==> src/rtl/serial_adder_ctrl.sv <==
`timescale 1ns/1ps
// serial_adder_ctrl: bit-serial adder that reuses one full-adder stage for WIDTH
// cycles, LSB first, under a three-state IDLE/RUN/DONE controller.
module serial_adder_ctrl #(
    parameter int unsigned WIDTH = 8
) (
    input  logic             clk,
    input  logic             rst,
    input  logic             start,
    input  logic [WIDTH-1:0] a,
    input  logic [WIDTH-1:0] b,
    input  logic             c_in,
    output logic             busy,
    output logic             done,
    output logic [WIDTH-1:0] sum,
    output logic             c_out
);

    // Wide enough to count 0..WIDTH so the counter never wraps mid-operation.
    localparam int unsigned CW = $clog2(WIDTH + 1);

    typedef enum logic [1:0] {
        StIdle,
        StRun,
        StDone
    } state_e;

    state_e           r_state;
    logic [WIDTH-1:0] r_a;
    logic [WIDTH-1:0] r_b;
    logic [WIDTH-1:0] r_psum;
    logic [WIDTH-1:0] r_sum;
    logic             r_carry;
    logic             r_cout;
    logic             r_busy;
    logic             r_done;
    logic [CW-1:0]    r_cnt;

    logic             w_s;
    logic             w_c;
    logic             w_last;
    logic [WIDTH-1:0] w_psum_next;

    // Shared full-adder stage on the current LSBs, plus the partial-sum shift.
    always_comb begin
        w_s         = r_a[0] ^ r_b[0] ^ r_carry;
        w_c         = (r_a[0] & r_b[0]) | (r_a[0] & r_carry) | (r_b[0] & r_carry);
        // New bit enters at the MSB; after WIDTH shifts bit 0 holds the first result bit.
        w_psum_next = WIDTH'({w_s, r_psum} >> 1);
        w_last      = (r_cnt == CW'(WIDTH - 1));
    end

    // Controller, datapath registers and registered outputs.
    always_ff @(posedge clk) begin
        if (rst) begin
            r_state <= StIdle;
            r_a     <= '0;
            r_b     <= '0;
            r_psum  <= '0;
            r_sum   <= '0;
            r_carry <= 1'b0;
            r_cout  <= 1'b0;
            r_busy  <= 1'b0;
            r_done  <= 1'b0;
            r_cnt   <= '0;
        end else begin
            unique case (r_state)
                StIdle: begin
                    r_done <= 1'b0;
                    if (start) begin
                        r_a     <= a;
                        r_b     <= b;
                        r_carry <= c_in;
                        r_psum  <= '0;
                        r_cnt   <= '0;
                        r_busy  <= 1'b1;
                        r_state <= StRun;
                    end
                end
                StRun: begin
                    r_a     <= r_a >> 1;
                    r_b     <= r_b >> 1;
                    r_carry <= w_c;
                    r_psum  <= w_psum_next;
                    r_cnt   <= r_cnt + CW'(1);
                    if (w_last) begin
                        // Result is published only when complete.
                        r_sum   <= w_psum_next;
                        r_cout  <= w_c;
                        r_busy  <= 1'b0;
                        r_done  <= 1'b1;
                        r_state <= StDone;
                    end
                end
                StDone: begin
                    // start is deliberately not looked at here.
                    r_done  <= 1'b0;
                    r_state <= StIdle;
                end
                default: begin
                    r_busy  <= 1'b0;
                    r_done  <= 1'b0;
                    r_state <= StIdle;
                end
            endcase
        end
    end

    assign busy  = r_busy;
    assign done  = r_done;
    assign sum   = r_sum;
    assign c_out = r_cout;

endmodule

==> config.mk <==
export PLATFORM = sky130hd
export DESIGN_NAME = serial_adder_ctrl
export DESIGN_NICKNAME = d
export VERILOG_FILES = /design/src/rtl/serial_adder_ctrl.sv
export SDC_FILE = /design/constraint.sdc
export NUM_CORES = 1
export LEC_CHECK = 0
export BUFFER_PORTS_ARGS = -buffer_cell sky130_fd_sc_hd__buf_4
export CAP_MARGIN = 0
export CORE_MARGIN = 5
export CORE_UTILIZATION = 54
export DETAILED_ROUTE_END_ITERATION = 10
export HOLD_SLACK_MARGIN = 0.1
export PLACE_DENSITY = 0.78
export SYNTH_ARGS = -nofsm -noshare
export SYNTH_HDL_FRONTEND = slang
export SYNTH_SLANG_ARGS = --single-unit
==> constraint.sdc <==
create_clock -name clk -period 1.7 [get_ports clk]
set_clock_uncertainty 0.05 [all_clocks]
set_input_delay 0.255 -clock clk [delete_from_list [all_inputs] [get_ports clk]]
set_output_delay 0.255 -clock clk [all_outputs]
set_load 0.05 [all_outputs]
==> impl_metrics.env <==
export IMPL_result_of_the_run="finished, final reports clean"
export IMPL_final_min_period_over_clock_period_pct=91.12
export IMPL_timing_critical_path_cells="fa_1 > inv_1 > or3_1 > a21oi_1"
export IMPL_detail_route_wl_per_cell_um=14.34
export IMPL_routed_via_count=1506
export IMPL_tritoncts="done"
export IMPL_antenna_diode_count=0
export IMPL_setup_total_negative_slack_ps=0
export IMPL_finalCriticalPeriod_ps=1549
export IMPL_power_density_nw_per_um2=872.5
export IMPL_cp_max_fo=2
export IMPL_tritoncts_num_sinks=41
export IMPL_grt_max_degree=28
export IMPL_holdPathStages=3
export IMPL_grt_overflow=0
export IMPL_tightest_slew_ps=671.2
export IMPL_ys_types=35
export IMPL_layout_core_utilization_pct=63.50
export IMPL_post_cts_buffers=0
export IMPL_die_y_um=67.68
export IMPL_cp_end_kind="flip-flop"
export IMPL_die_area_um2=4581
export IMPL_fmaxAchievable_ghz=0.6456
export IMPL_post_route_drc=0
export IMPL_hpwl_um=2673
export IMPL_postSynthRegisterBits=41
export IMPL_use_met2_pct=30.38
export IMPL_critical_path_n_buffers_inverters=1
export IMPL_hold_path_endpoint="r_b[7]"
export IMPL_numCtsBuffers=5
export IMPL_core_region_area_um2=3284
export IMPL_critPathMaxStageDelay_ps=560
export IMPL_ys_warnings_count=0
export IMPL_timing_hold_violations_final=0
export IMPL_timing_max_slew_rel_slack_pct=55.21
export IMPL_path_delay_family="adder cells"
export IMPL_grt_met3_usage_pct=3.993
export IMPL_area_of_the_multi_input_gates_um2=840.8
export IMPL_setup_repair_after_global_routing_missed_its_margin="no"
export IMPL_number_of_global_route_vias_before_repair=1432
export IMPL_drtIter0Drc=128
export IMPL_floorplan_initialDensity_pct=54.70
export IMPL_crit_type="flip-flop to flip-flop"
export IMPL_nets=242
export IMPL_synth_net_count=216
export IMPL_final_seq_area_um2=820.8
export IMPL_worst_r2r_cell_count=4
export IMPL_worst_r2r_endpoint="sum[7]"
export IMPL_cts_htree_levels=2
export IMPL_grt_busiest_layer="met2"
export IMPL_synth_sequential_area_ratio_pct=45.68
export IMPL_hold_buffers=0
export IMPL_fillerInstances=280
export IMPL_post_route_cells_drive_above_1_share_pct=25.79
export IMPL_worst_hold_startpoint="b[7]"
export IMPL_fraction_of_post_synthesis_cell_area_in_the_top_cell_type_by_area_pct=45.68
export IMPL_first_pass_iters=5
export IMPL_die_x_um=67.68
export IMPL_vias_per_cell=5.640
export IMPL_synth_top_cells_by_area="sky130_fd_sc_hd__dfxtp_1, sky130_fd_sc_hd__a211oi_2, sky130_fd_sc_hd__nor2_1, sky130_fd_sc_hd__a22o_1, sky130_fd_sc_hd__o2bb2ai_1"
export IMPL_setup_violations=0
export IMPL_worstSetupStartpointType="flip-flop"
export IMPL_postCtsResizedCells=0
export IMPL_clkLatencyLatePin_ps=350
export IMPL_number_of_antenna_violations_at_the_first_check_in_global_routing=0
export IMPL_critical_path_slowest_cell="sky130_fd_sc_hd__fa_1"
export IMPL_synth_area_um2=1797
export IMPL_cts_root_buf="sky130_fd_sc_hd__clkbuf_4"
export IMPL_worst_path_stages=4
export IMPL_portBuffers=30
export IMPL_drv_slew=0
export IMPL_place_congestion=0.7955
export IMPL_holdCritPathClass="primary input to flip-flop"
export IMPL_area_delta_synth_final_pct=16.09
export IMPL_post_synth_cell_area_avg_um2=9.261
export IMPL_ant_nets=0
export IMPL_fin_worst_hold_slack_ps=135.3
export IMPL_library_cell_with_the_largest_summed_area_after_synthesis="sky130_fd_sc_hd__dfxtp_1"
export IMPL_track_usage_pct=18.36
export IMPL_p_leak_nw=0.7908
export IMPL_clock_tree_buffer_depth=2
export IMPL_gate_count_after_technology_mapping=194
export IMPL_ff2ff_setup_slack_ps=150
export IMPL_cp_data_arrival_time_ps=1790
export IMPL_drv_cap=0
export IMPL_r2r_start="r_a[0]"
export IMPL_power_ir_vdd_worst_mv=0.5411
export IMPL_grt_util_met1_pct=22.62
export IMPL_routed_wl_um=3828
export IMPL_core_rowCount=21
export IMPL_clkTransAtPathRegs_ps=120
export IMPL_global_route_wire_length_before_repair_um=6327
export IMPL_top_level_ports=31
export IMPL_cp_required_ps=1940
metal layers:
layer  part of all wire [%]  up-vias
li1                       -      749
met1                     44      711
met2                     48       39
met3                    6.3        7
met4                    1.6        0
met5                      0        -
registers in the layout (all words and copies together) (netlist names):
register	cells
r_a	8
r_b	8
sum	8
r_psum	7
r_cnt	4
r_state	2
busy	1
c_out	1
done	1
r_carry	1
placed cells by master (no fill, tap or decap):
cell type and count:
sky130_fd_sc_hd__nand2b_1 1, sky130_fd_sc_hd__nor2_4 1, sky130_fd_sc_hd__o22ai_1 9, sky130_fd_sc_hd__o2bb2ai_1 8, sky130_fd_sc_hd__a21oi_1 13, sky130_fd_sc_hd__or2_2 1
sky130_fd_sc_hd__nand3b_1 1, sky130_fd_sc_hd__clkbuf_8 2, sky130_fd_sc_hd__dfxtp_1 41, sky130_fd_sc_hd__a211oi_2 10, sky130_fd_sc_hd__or3_1 10, sky130_fd_sc_hd__a31oi_1 1
sky130_fd_sc_hd__o21bai_1 1, sky130_fd_sc_hd__inv_1 11, sky130_fd_sc_hd__nand3_1 3, sky130_fd_sc_hd__ha_1 1, sky130_fd_sc_hd__clkbuf_4 5, sky130_fd_sc_hd__mux2_2 1
sky130_fd_sc_hd__nand2b_4 1, sky130_fd_sc_hd__nor2b_1 2, sky130_fd_sc_hd__fa_1 1, sky130_fd_sc_hd__o32a_1 1, sky130_fd_sc_hd__o21ba_1 1, sky130_fd_sc_hd__nor3_1 1
sky130_fd_sc_hd__o21a_1 1, sky130_fd_sc_hd__nor2_2 1, sky130_fd_sc_hd__nor2_1 25, sky130_fd_sc_hd__and2b_1 1, sky130_fd_sc_hd__o21ai_0 10, sky130_fd_sc_hd__nand2_1 7
sky130_fd_sc_hd__a22o_1 8, sky130_fd_sc_hd__buf_4 34, sky130_fd_sc_hd__clkinv_2 1, sky130_fd_sc_hd__a211oi_1 6
worst max-delay path by stage:
stage          startpoint     end  slack, ps
3_3_place_gp       r_a[0]  sum[7]        230
6_report           r_a[0]  sum[7]        150
5_1_grt        r_state[0]  r_a[4]         10
3_5_place_dp       r_a[0]  sum[7]        180
2_1_floorplan      r_a[0]  sum[7]        240
4_1_cts            r_a[0]  sum[7]        150
per-stage QoR:
step	power, W	instances	setup slack (ps)	area, um^2
4_1_cts	0.001830	267	146.7	2086
5_1_grt	0.001896	267	12.26	2086
3_3_place_gp	0.001280	259	225.1	2016
6_report	0.001820	267	151.0	2086
3_5_place_dp	0.001291	259	178.5	2016
2_1_floorplan	0.001226	194	242.7	1797
cell type report:
cell class                      count  area share [%]
Tap cell                           46           2.759
Clock buffer                        7           3.119
Clock inverter                      1          0.2400
Multi-Input combinational cell    127           40.31
Sequential cell                    41           39.35
Inverter                           11           1.980
Timing Repair Buffer               34           12.24
worst min-delay path, cell delays in order:
cell	delay [ps]
sky130_fd_sc_hd__buf_4	80
sky130_fd_sc_hd__a21oi_1	50
sky130_fd_sc_hd__o22ai_1	110
logic make-up (layout without fill, tap and decap cells):
| group | Yosys count | count (layout) | synth area share (%) |
|---|---|---|---|
| mux | 1 | 1 | 0.6267 |
| fa+ha+maj | 2 | 2 | 1.811 |
| simple gates | 55 | 55 | 15.25 |
| compound gates | 69 | 69 | 29.11 |
| buf+inv | 26 | 53 | 7.520 |
| flops | 41 | 41 | 45.68 |
where the power goes:
group / internal [W] / switching, W
Sequential: 0.00100 / 0.0000308
Clock: 0.000240 / 0.000310
Combinational: 0.000106 / 0.000128
cells in the mapped netlist, drive strengths merged:
cell     instances
dfxtp           41
nor2            27
a211oi          16
a21oi           13
inv             11
buf             10
o21ai           10
or3             10
o22ai            9
a22o             8
o2bb2ai          8
nand2            7
clkbuf           5
nand3            3
nand2b           2
nor2b            2
a31oi            1
and2b            1
fa               1
ha               1
mux2             1
nand3b           1
nor3             1
o21a             1
o21ba            1
o21bai           1
o32a             1
or2              1
Note: power is estimated with default switching activity, not from simulation.
